File: config.mk
export PLATFORM = sky130hd
export DESIGN_NAME = seq_alu
export DESIGN_NICKNAME = d
export VERILOG_FILES = /design/src/rtl/alu_pkg.sv /design/src/rtl/alu_mul_seq.sv /design/src/rtl/seq_alu.sv
export SDC_FILE = /design/constraint.sdc
export NUM_CORES = 1
export LEC_CHECK = 0
export ABC_AREA = 1
export CAP_MARGIN = 20
export CORE_ASPECT_RATIO = 0.9
export CORE_MARGIN = 1
export CORE_UTILIZATION = 30
export CTS_CLUSTER_DIAMETER = 100
export CTS_CLUSTER_SIZE = 25
export DETAILED_ROUTE_END_ITERATION = 10
export GPL_TIMING_DRIVEN = 0
export SYNTH_ARGS = -nofsm -noshare
export SYNTH_HDL_FRONTEND = slang
export SYNTH_SLANG_ARGS = --single-unit
File: constraint.sdc
create_clock -name clk -period 6.2 [get_ports clk]
set_input_delay 1.24 -clock clk [delete_from_list [all_inputs] [get_ports clk]]
set_output_delay 1.24 -clock clk [all_outputs]
set_load 0.1 [all_outputs]
File: src/rtl/alu_pkg.sv
// -----------------------------------------------------------------------------
// alu_pkg
// Shared types for the sequential ALU: opcode encoding, flag bundle, FSM
// state encoding and the highest legal opcode.
// No ports (package).
// -----------------------------------------------------------------------------
package alu_pkg;

    // Opcodes 0-3 keep the legacy combinational ALU encodings.
    typedef enum logic [3:0] {
        OP_ADD  = 4'd0,
        OP_SUB  = 4'd1,
        OP_AND  = 4'd2,
        OP_NOTB = 4'd3,
        OP_OR   = 4'd4,
        OP_XOR  = 4'd5,
        OP_SHL  = 4'd6,
        OP_SHR  = 4'd7,
        OP_MUL  = 4'd8
    } alu_op_e;

    localparam alu_op_e ALU_OP_LAST = OP_MUL;

    typedef struct packed {
        logic z;
        logic n;
        logic c;
        logic v;
    } alu_flags_t;

    typedef enum logic [1:0] {
        ST_IDLE = 2'd0,
        ST_BUSY = 2'd1,
        ST_DONE = 2'd2
    } alu_state_e;

    // Opcodes above ALU_OP_LAST produce a zero result with op_err set.
    function automatic logic op_is_legal(input logic [3:0] op);
        return (op <= ALU_OP_LAST);
    endfunction

endpackage

File: src/rtl/alu_mul_seq.sv
// -----------------------------------------------------------------------------
// alu_mul_seq
// Iterative shift-add unsigned multiplier, one partial product per cycle.
// The first partial product is folded in on the start edge, so the full
// product is ready WIDTH-1 cycles later and done pulses for one cycle then.
// Ports:
//   clk, rst_n      clock, asynchronous active-low reset
//   start           load a/b and begin a new multiply
//   a, b            WIDTH-bit unsigned operands (sampled on start)
//   done            one-cycle pulse: prod holds the complete product
//   prod            2*WIDTH-bit product accumulator
// -----------------------------------------------------------------------------
module alu_mul_seq #(
    parameter int WIDTH = 16
) (
    input  logic                 clk,
    input  logic                 rst_n,
    input  logic                 start,
    input  logic [WIDTH-1:0]     a,
    input  logic [WIDTH-1:0]     b,
    output logic                 done,
    output logic [2*WIDTH-1:0]   prod
);

    localparam int CNT_W = $clog2(WIDTH + 1);

    logic [2*WIDTH-1:0] acc_r;
    logic [2*WIDTH-1:0] mcand_r;
    logic [WIDTH-1:0]   mplier_r;
    logic [CNT_W-1:0]   cnt_r;
    logic               done_r;

    // Shift-add datapath and remaining-step counter.
    always_ff @(posedge clk or negedge rst_n) begin
        if (!rst_n) begin
            acc_r    <= {(2*WIDTH){1'b0}};
            mcand_r  <= {(2*WIDTH){1'b0}};
            mplier_r <= {WIDTH{1'b0}};
            cnt_r    <= {CNT_W{1'b0}};
            done_r   <= 1'b0;
        end else if (start) begin
            // Step 0 happens here using b[0]; WIDTH-1 steps remain.
            acc_r    <= b[0] ? {{WIDTH{1'b0}}, a} : {(2*WIDTH){1'b0}};
            mcand_r  <= {{(WIDTH-1){1'b0}}, a, 1'b0};
            mplier_r <= {1'b0, b[WIDTH-1:1]};
            cnt_r    <= CNT_W'(WIDTH - 1);
            done_r   <= 1'b0;
        end else if (cnt_r != {CNT_W{1'b0}}) begin
            acc_r    <= acc_r + (mplier_r[0] ? mcand_r : {(2*WIDTH){1'b0}});
            mcand_r  <= {mcand_r[2*WIDTH-2:0], 1'b0};
            mplier_r <= {1'b0, mplier_r[WIDTH-1:1]};
            cnt_r    <= cnt_r - CNT_W'(1);
            done_r   <= (cnt_r == CNT_W'(1));
        end else begin
            done_r   <= 1'b0;
        end
    end

    assign done = done_r;
    assign prod = acc_r;

endmodule

File: src/rtl/seq_alu.sv
// -----------------------------------------------------------------------------
// seq_alu
// Handshaked ALU with registered result and Z/N/C/V flags. Single-cycle ops
// complete on the accept edge; MUL iterates WIDTH cycles in alu_mul_seq.
// Ports:
//   clk, rst_n            clock, asynchronous active-low reset
//   in_valid / in_ready   operation handshake (in_ready is combinational
//                         from out_ready so DONE can hand off back-to-back)
//   val_A, val_B, ALU_op  operands and opcode, sampled only at accept
//   out_valid / out_ready result handshake
//   ALU_out, Z, N, C, V   registered result and flags
//   op_err                result came from an illegal opcode
// -----------------------------------------------------------------------------
module seq_alu
    import alu_pkg::*;
#(
    parameter int WIDTH = 16
) (
    input  logic             clk,
    input  logic             rst_n,
    input  logic             in_valid,
    output logic             in_ready,
    input  logic [WIDTH-1:0] val_A,
    input  logic [WIDTH-1:0] val_B,
    input  logic [3:0]       ALU_op,
    output logic             out_valid,
    input  logic             out_ready,
    output logic [WIDTH-1:0] ALU_out,
    output logic             Z,
    output logic             N,
    output logic             C,
    output logic             V,
    output logic             op_err
);

    localparam int SW = $clog2(WIDTH);

    alu_state_e         state_r;
    logic               out_valid_r;
    logic [WIDTH-1:0]   alu_out_r;
    alu_flags_t         flags_r;
    logic               op_err_r;

    logic               in_ready_s;
    logic               accept_s;
    logic               mul_start_s;
    logic               mul_done_s;
    logic [2*WIDTH-1:0] mul_prod_s;

    logic [WIDTH:0]     sum_s;
    logic [WIDTH:0]     diff_s;
    logic [WIDTH:0]     shl_s;
    logic [WIDTH:0]     shr_s;
    logic [SW-1:0]      sh_amt_s;
    logic [WIDTH-1:0]   res_s;
    logic               c_s;
    logic               v_s;
    logic               err_s;
    alu_flags_t         flags_s;

    assign in_ready_s  = (state_r == ST_IDLE) | ((state_r == ST_DONE) & out_ready);
    assign accept_s    = in_valid & in_ready_s;
    assign mul_start_s = accept_s & (ALU_op == OP_MUL);

    alu_mul_seq #(.WIDTH(WIDTH)) u_mul (
        .clk   (clk),
        .rst_n (rst_n),
        .start (mul_start_s),
        .a     (val_A),
        .b     (val_B),
        .done  (mul_done_s),
        .prod  (mul_prod_s)
    );

    // Next result and flags: multiplier output while BUSY, else decoded op.
    always_comb begin
        sum_s    = {1'b0, val_A} + {1'b0, val_B};
        diff_s   = {1'b0, val_A} - {1'b0, val_B};
        sh_amt_s = val_B[SW-1:0];
        // One guard bit catches the last bit shifted out in either direction.
        shl_s    = {1'b0, val_A} << sh_amt_s;
        shr_s    = {val_A, 1'b0} >> sh_amt_s;
        res_s    = {WIDTH{1'b0}};
        c_s      = 1'b0;
        v_s      = 1'b0;
        err_s    = 1'b0;
        if (state_r == ST_BUSY) begin
            res_s = mul_prod_s[WIDTH-1:0];
            c_s   = |mul_prod_s[2*WIDTH-1:WIDTH];
        end else begin
            err_s = ~op_is_legal(ALU_op);
            case (ALU_op)
                OP_ADD: begin
                    res_s = sum_s[WIDTH-1:0];
                    c_s   = sum_s[WIDTH];
                    v_s   = (val_A[WIDTH-1] == val_B[WIDTH-1]) &
                            (sum_s[WIDTH-1] != val_A[WIDTH-1]);
                end
                OP_SUB: begin
                    res_s = diff_s[WIDTH-1:0];
                    c_s   = ~diff_s[WIDTH];
                    v_s   = (val_A[WIDTH-1] != val_B[WIDTH-1]) &
                            (diff_s[WIDTH-1] != val_A[WIDTH-1]);
                end
                OP_AND:  res_s = val_A & val_B;
                OP_NOTB: res_s = ~val_B;
                OP_OR:   res_s = val_A | val_B;
                OP_XOR:  res_s = val_A ^ val_B;
                OP_SHL: begin
                    res_s = shl_s[WIDTH-1:0];
                    c_s   = shl_s[WIDTH];
                end
                OP_SHR: begin
                    res_s = shr_s[WIDTH:1];
                    c_s   = shr_s[0];
                end
                default: begin
                    // MUL result is produced in BUSY; illegal opcodes give zero.
                    res_s = {WIDTH{1'b0}};
                end
            endcase
        end
        flags_s.z = (res_s == {WIDTH{1'b0}});
        flags_s.n = res_s[WIDTH-1];
        flags_s.c = c_s;
        flags_s.v = v_s;
    end

    // Handshake FSM and result/flag registers.
    always_ff @(posedge clk or negedge rst_n) begin
        if (!rst_n) begin
            state_r     <= ST_IDLE;
            out_valid_r <= 1'b0;
            alu_out_r   <= {WIDTH{1'b0}};
            flags_r     <= 4'b0000;
            op_err_r    <= 1'b0;
        end else begin
            case (state_r)
                ST_IDLE: begin
                    if (accept_s) begin
                        if (mul_start_s) begin
                            state_r <= ST_BUSY;
                        end else begin
                            state_r     <= ST_DONE;
                            out_valid_r <= 1'b1;
                            alu_out_r   <= res_s;
                            flags_r     <= flags_s;
                            op_err_r    <= err_s;
                        end
                    end
                end
                ST_BUSY: begin
                    if (mul_done_s) begin
                        state_r     <= ST_DONE;
                        out_valid_r <= 1'b1;
                        alu_out_r   <= res_s;
                        flags_r     <= flags_s;
                        op_err_r    <= err_s;
                    end
                end
                ST_DONE: begin
                    // Without out_ready everything holds.
                    if (out_ready) begin
                        if (accept_s) begin
                            if (mul_start_s) begin
                                state_r     <= ST_BUSY;
                                out_valid_r <= 1'b0;
                            end else begin
                                alu_out_r   <= res_s;
                                flags_r     <= flags_s;
                                op_err_r    <= err_s;
                            end
                        end else begin
                            state_r     <= ST_IDLE;
                            out_valid_r <= 1'b0;
                        end
                    end
                end
                default: begin
                    state_r     <= ST_IDLE;
                    out_valid_r <= 1'b0;
                end
            endcase
        end
    end

    assign in_ready  = in_ready_s;
    assign out_valid = out_valid_r;
    assign ALU_out   = alu_out_r;
    assign Z         = flags_r.z;
    assign N         = flags_r.n;
    assign C         = flags_r.c;
    assign V         = flags_r.v;
    assign op_err    = op_err_r;

endmodule

==> summary.md <==
| Metric | Value |
|---|---|
| Outcome | finished, final reports clean |
| Drt total wl | 43500 um |
| Syn_area_per_cell | 6.16 sq um |
| Effective utilization at floorplan | 0.306 |
| Most used cell, CP | nand2_1 |
| Post-Syn Instances | 1751 |
| CP startpoint kind | input pin |
| Dpl ws | 1.17 ns |
| Synth warnings | 0 |
| Core Region | 0.0352 sq mm |
| Reg-to-Reg Start | u_mul.mplier_r[0]$_DFFE_PN0P_ |
| End of the critical path | Z$_DFFE_PN0P_ |
| VDD IR max | 168 uV |
| Worst Path Max Fanout | 11 |
| Final setup fails | 0 |
| Async SR Flop Fraction | 1.00 |
| Share of cells above drive strength 1 | 0.0393 |
| Synthesized flop and latch total | 107 |
| CTS Root Buffer Type | clkbuf_16 |
| Cells on worst reg2reg path | 16 |
| Met3 usage | 0.0336 |
| Die area | 0.0367 sq mm |
| GR Overflow Total | 0 |
| Synth unique cells | 48 |
| Hold Violations, Final | 0 |
| Fmax | 210 MHz |
| Row Count | 65 |
| All-Layer GR Usage | 0.238 |
| Crit path max-delay cell type | clkdlybuf4s50_1 |
| Hold WC Path Type | flip-flop to flip-flop |
| Rel. slew slack | 0.347 |
| CTS sink count | 107 |
| Reg clk slew, reported paths | 0.07 ns |
| Clk_skew | 0.0160 ns |
| Final worst setup slack | 1.44 ns |
| Syn Nets | 1879 |
| Worst path required time | 6.50 ns |
| Initial antenna violation count | 1 |
| Hold Buf Count CTS | 0 |
| Global Route met2 Usage | 0.359 |
| Worst reg2reg setup slack | 2.64 ns |
| Buffers on Ports | 62 |
| Nets | 1953 |
| DP HPWL | 35400 um |
| Cell Area, Synth | 0.0108 sq mm |
| Max incr delay on CP | 0.65 ns |
| CP Launch Point | val_B[2] |
| DIE WIDTH | 202 um |
| Worst EP arrival | 5.06 ns |
| Post-CTS sizing | 0 |
| Vias post-DR | 12200 |
| Crit path kind | input pin to flip-flop |
| Clk_lat worst skew | 0.37 ns |
| TNS Setup | 0 ns |
| R2R Path End | u_mul.prod[25]$_DFFE_PN0P_ |
| RSZ-0062 raised after global routing | false |
| Vias in the first global route | 11400 |
| Met1 usage | 0.347 |
| Avg Vias per Cell | 5.30 |
| Die height | 182 um |
| Antenna Cells | 0 |
| CTS Buf Count | 9 |
| Fill cells | 3945 |
| Total power | 3.83 mW |
| Top_reg_cell synth | dfrtp_1 |
| Max Root-Sink Buffers | 2 |
| Post-synth EDFFs | 0 |
| CTS tree | done |
| Crit path cell chain | clkdlybuf4s50_1, clkinv_1, clkbuf_1, ha_1, buf_2, inv_1, nand2_1, nand3_1, nand2_1, nand2_1, nand2_1, nor2_1, nor2_1, nand3_1, nand2_1, nand2_1, nor2_1, nand2_1, nor2_1, nand3_1, nand2_1 |
| Worst setup EP type | flip-flop |
| Largest net degree at the start of global routing | 57 |
| Final worst path period need | 4.76 ns |
| WL/cell | 18.9 um |
| Syn-to-layout area delta | 14.1% |
| Slew Limit Fails | 0 |
| # Max-Cap Violations | 0 |
| Hold Path Stages | 2 |
| Sequential area share after synthesis | 0.248 |
| Gpl congestion | 1.04 |
| Measured slew at the worst slew-check pin | 0.977 ns |
| Post-CTS Setup Bufs | 0 |
| Htree depth | 3 |
| First-pass GRT wire length | 67400 um |
| Starting DRT DRC Count | 1287 |
| Most used routing layer in global routing | met2 |
| DRT antenna net count | 0 |
| Initial DRT Pass Iterations | 7 |
| PwrDens | 311 mW/mm^2 |
| IO Pins | 63 |
| Leakage | 6.45 nW |
| Residual DRC | 0 |
| Final worst-path cycle share | 0.767 |
[cells by family after synthesis]
kind of cell,Yosys count,share of synthesized area
AOI/OAI and AO/OA,293,0.163
xor gates and xnor gates,10,0.00812
adders and majority gates,88,0.104
buffers and inverters,310,0.113
DFF,107,0.248
and+or+nand+nor,943,0.364
[state kept, by name, summed over array words and instances, names as in the netlist]
| register | flops |
|---|---|
| V | 1 |
| state_r | 2 |
| u_mul.mcand_r | 31 |
| Z | 1 |
| u_mul.cnt_r | 5 |
| ALU_out | 16 |
| out_valid | 1 |
| u_mul.done | 1 |
| u_mul.mplier_r | 15 |
| u_mul.prod | 32 |
| C | 1 |
| op_err | 1 |
[layout by cell type (no fill, tap or decap), drive strengths merged, types with 4 or more instances in the layout]
cell	synthesis	layout
a22oi	6	6
o21ai	92	92
ha	85	85
a31oi	14	14
clkbuf	26	35
clkdlybuf4s50	0	61
o221ai	24	24
a21oi	90	90
nor3	16	16
a21o	7	7
buf	31	33
nand2	568	568
nand3	176	176
inv	251	253
nor2	148	148
xnor2	4	4
o31ai	4	4
clkinv	2	5
and2	4	4
o22ai	28	28
nand4	21	21
o211ai	15	15
dfrtp	107	107
xor2	6	6
[worst min path at each step]
stage / from / to / slack (ns)
floorplan: u_mul.done$_DFF_PN0_ / state_r[0]$_DFFE_PN0P_ / 0.44
global placement: ALU_out[2]$_DFFE_PN0P_ / ALU_out[2]$_DFFE_PN0P_ / 0.46
detailed placement: ALU_out[5]$_DFFE_PN0P_ / ALU_out[5]$_DFFE_PN0P_ / 0.47
CTS: ALU_out[5]$_DFFE_PN0P_ / ALU_out[5]$_DFFE_PN0P_ / 0.49
global route: ALU_out[7]$_DFFE_PN0P_ / ALU_out[7]$_DFFE_PN0P_ / 0.51
finish: ALU_out[10]$_DFFE_PN0P_ / ALU_out[10]$_DFFE_PN0P_ / 0.48
[area by class of cell]
class / instances / area, sq um / area share
Inverter: 253 / 950 / 0.0772
Timing Repair Buffer: 63 / 646 / 0.0525
Clock inverter: 7 / 60.1 / 0.00488
Sequential cell: 107 / 2680 / 0.218
Clock buffer: 9 / 225 / 0.0183
Multi-Input combinational cell: 1334 / 6890 / 0.560
Tap cell: 469 / 587 / 0.0477
Buffer: 57 / 272 / 0.0221
[synth_stat cells (15+ instances only)]
cell type / n / area, sq um
o211ai_1: 15 / 113
inv_1: 245 / 920
dfrtp_1: 107 / 2680
o22ai_1: 28 / 175
o221ai_1: 24 / 210
nand2_1: 565 / 2120
a21oi_1: 90 / 450
o21ai_0: 81 / 405
nor2_1: 140 / 526
nand4_1: 21 / 131
nand3_1: 176 / 881
buf_2: 25 / 125
ha_1: 85 / 1060
clkbuf_1: 26 / 97.6
[worst max-delay path, delay by kind of cell]
family / cells / cell delay, ns
fa+ha+maj: 1 / 0.42
simple gates: 15 / 1.74
buf+inv: 5 / 1.64
[through the flow]
step	cells	area, sq um	hold WS (ns)	util
floorplan	1751	10800	0.441	-
global placement	2282	12000	0.465	0.341
detailed placement	2283	12000	0.468	0.341
CTS	2299	12300	0.487	0.349
global route	2299	12300	0.510	0.349
finish	2299	12300	0.481	0.349
[per-layer routing]
layer  wire [um]  vias to the layer above
met4        1150                        0
met1       20500                     5764
met3        3410                       70
li1            -                     5870
met5           0                        -
met2       18500                      489
[power breakdown]
part | switching, mW | internal (mW) | total, mW
clock | 0.296 | 0.280 | 0.576
combinational | 1.51 | 0.596 | 2.10
sequential | 0.184 | 0.962 | 1.15
Note: power is estimated with default switching activity, not from simulation.
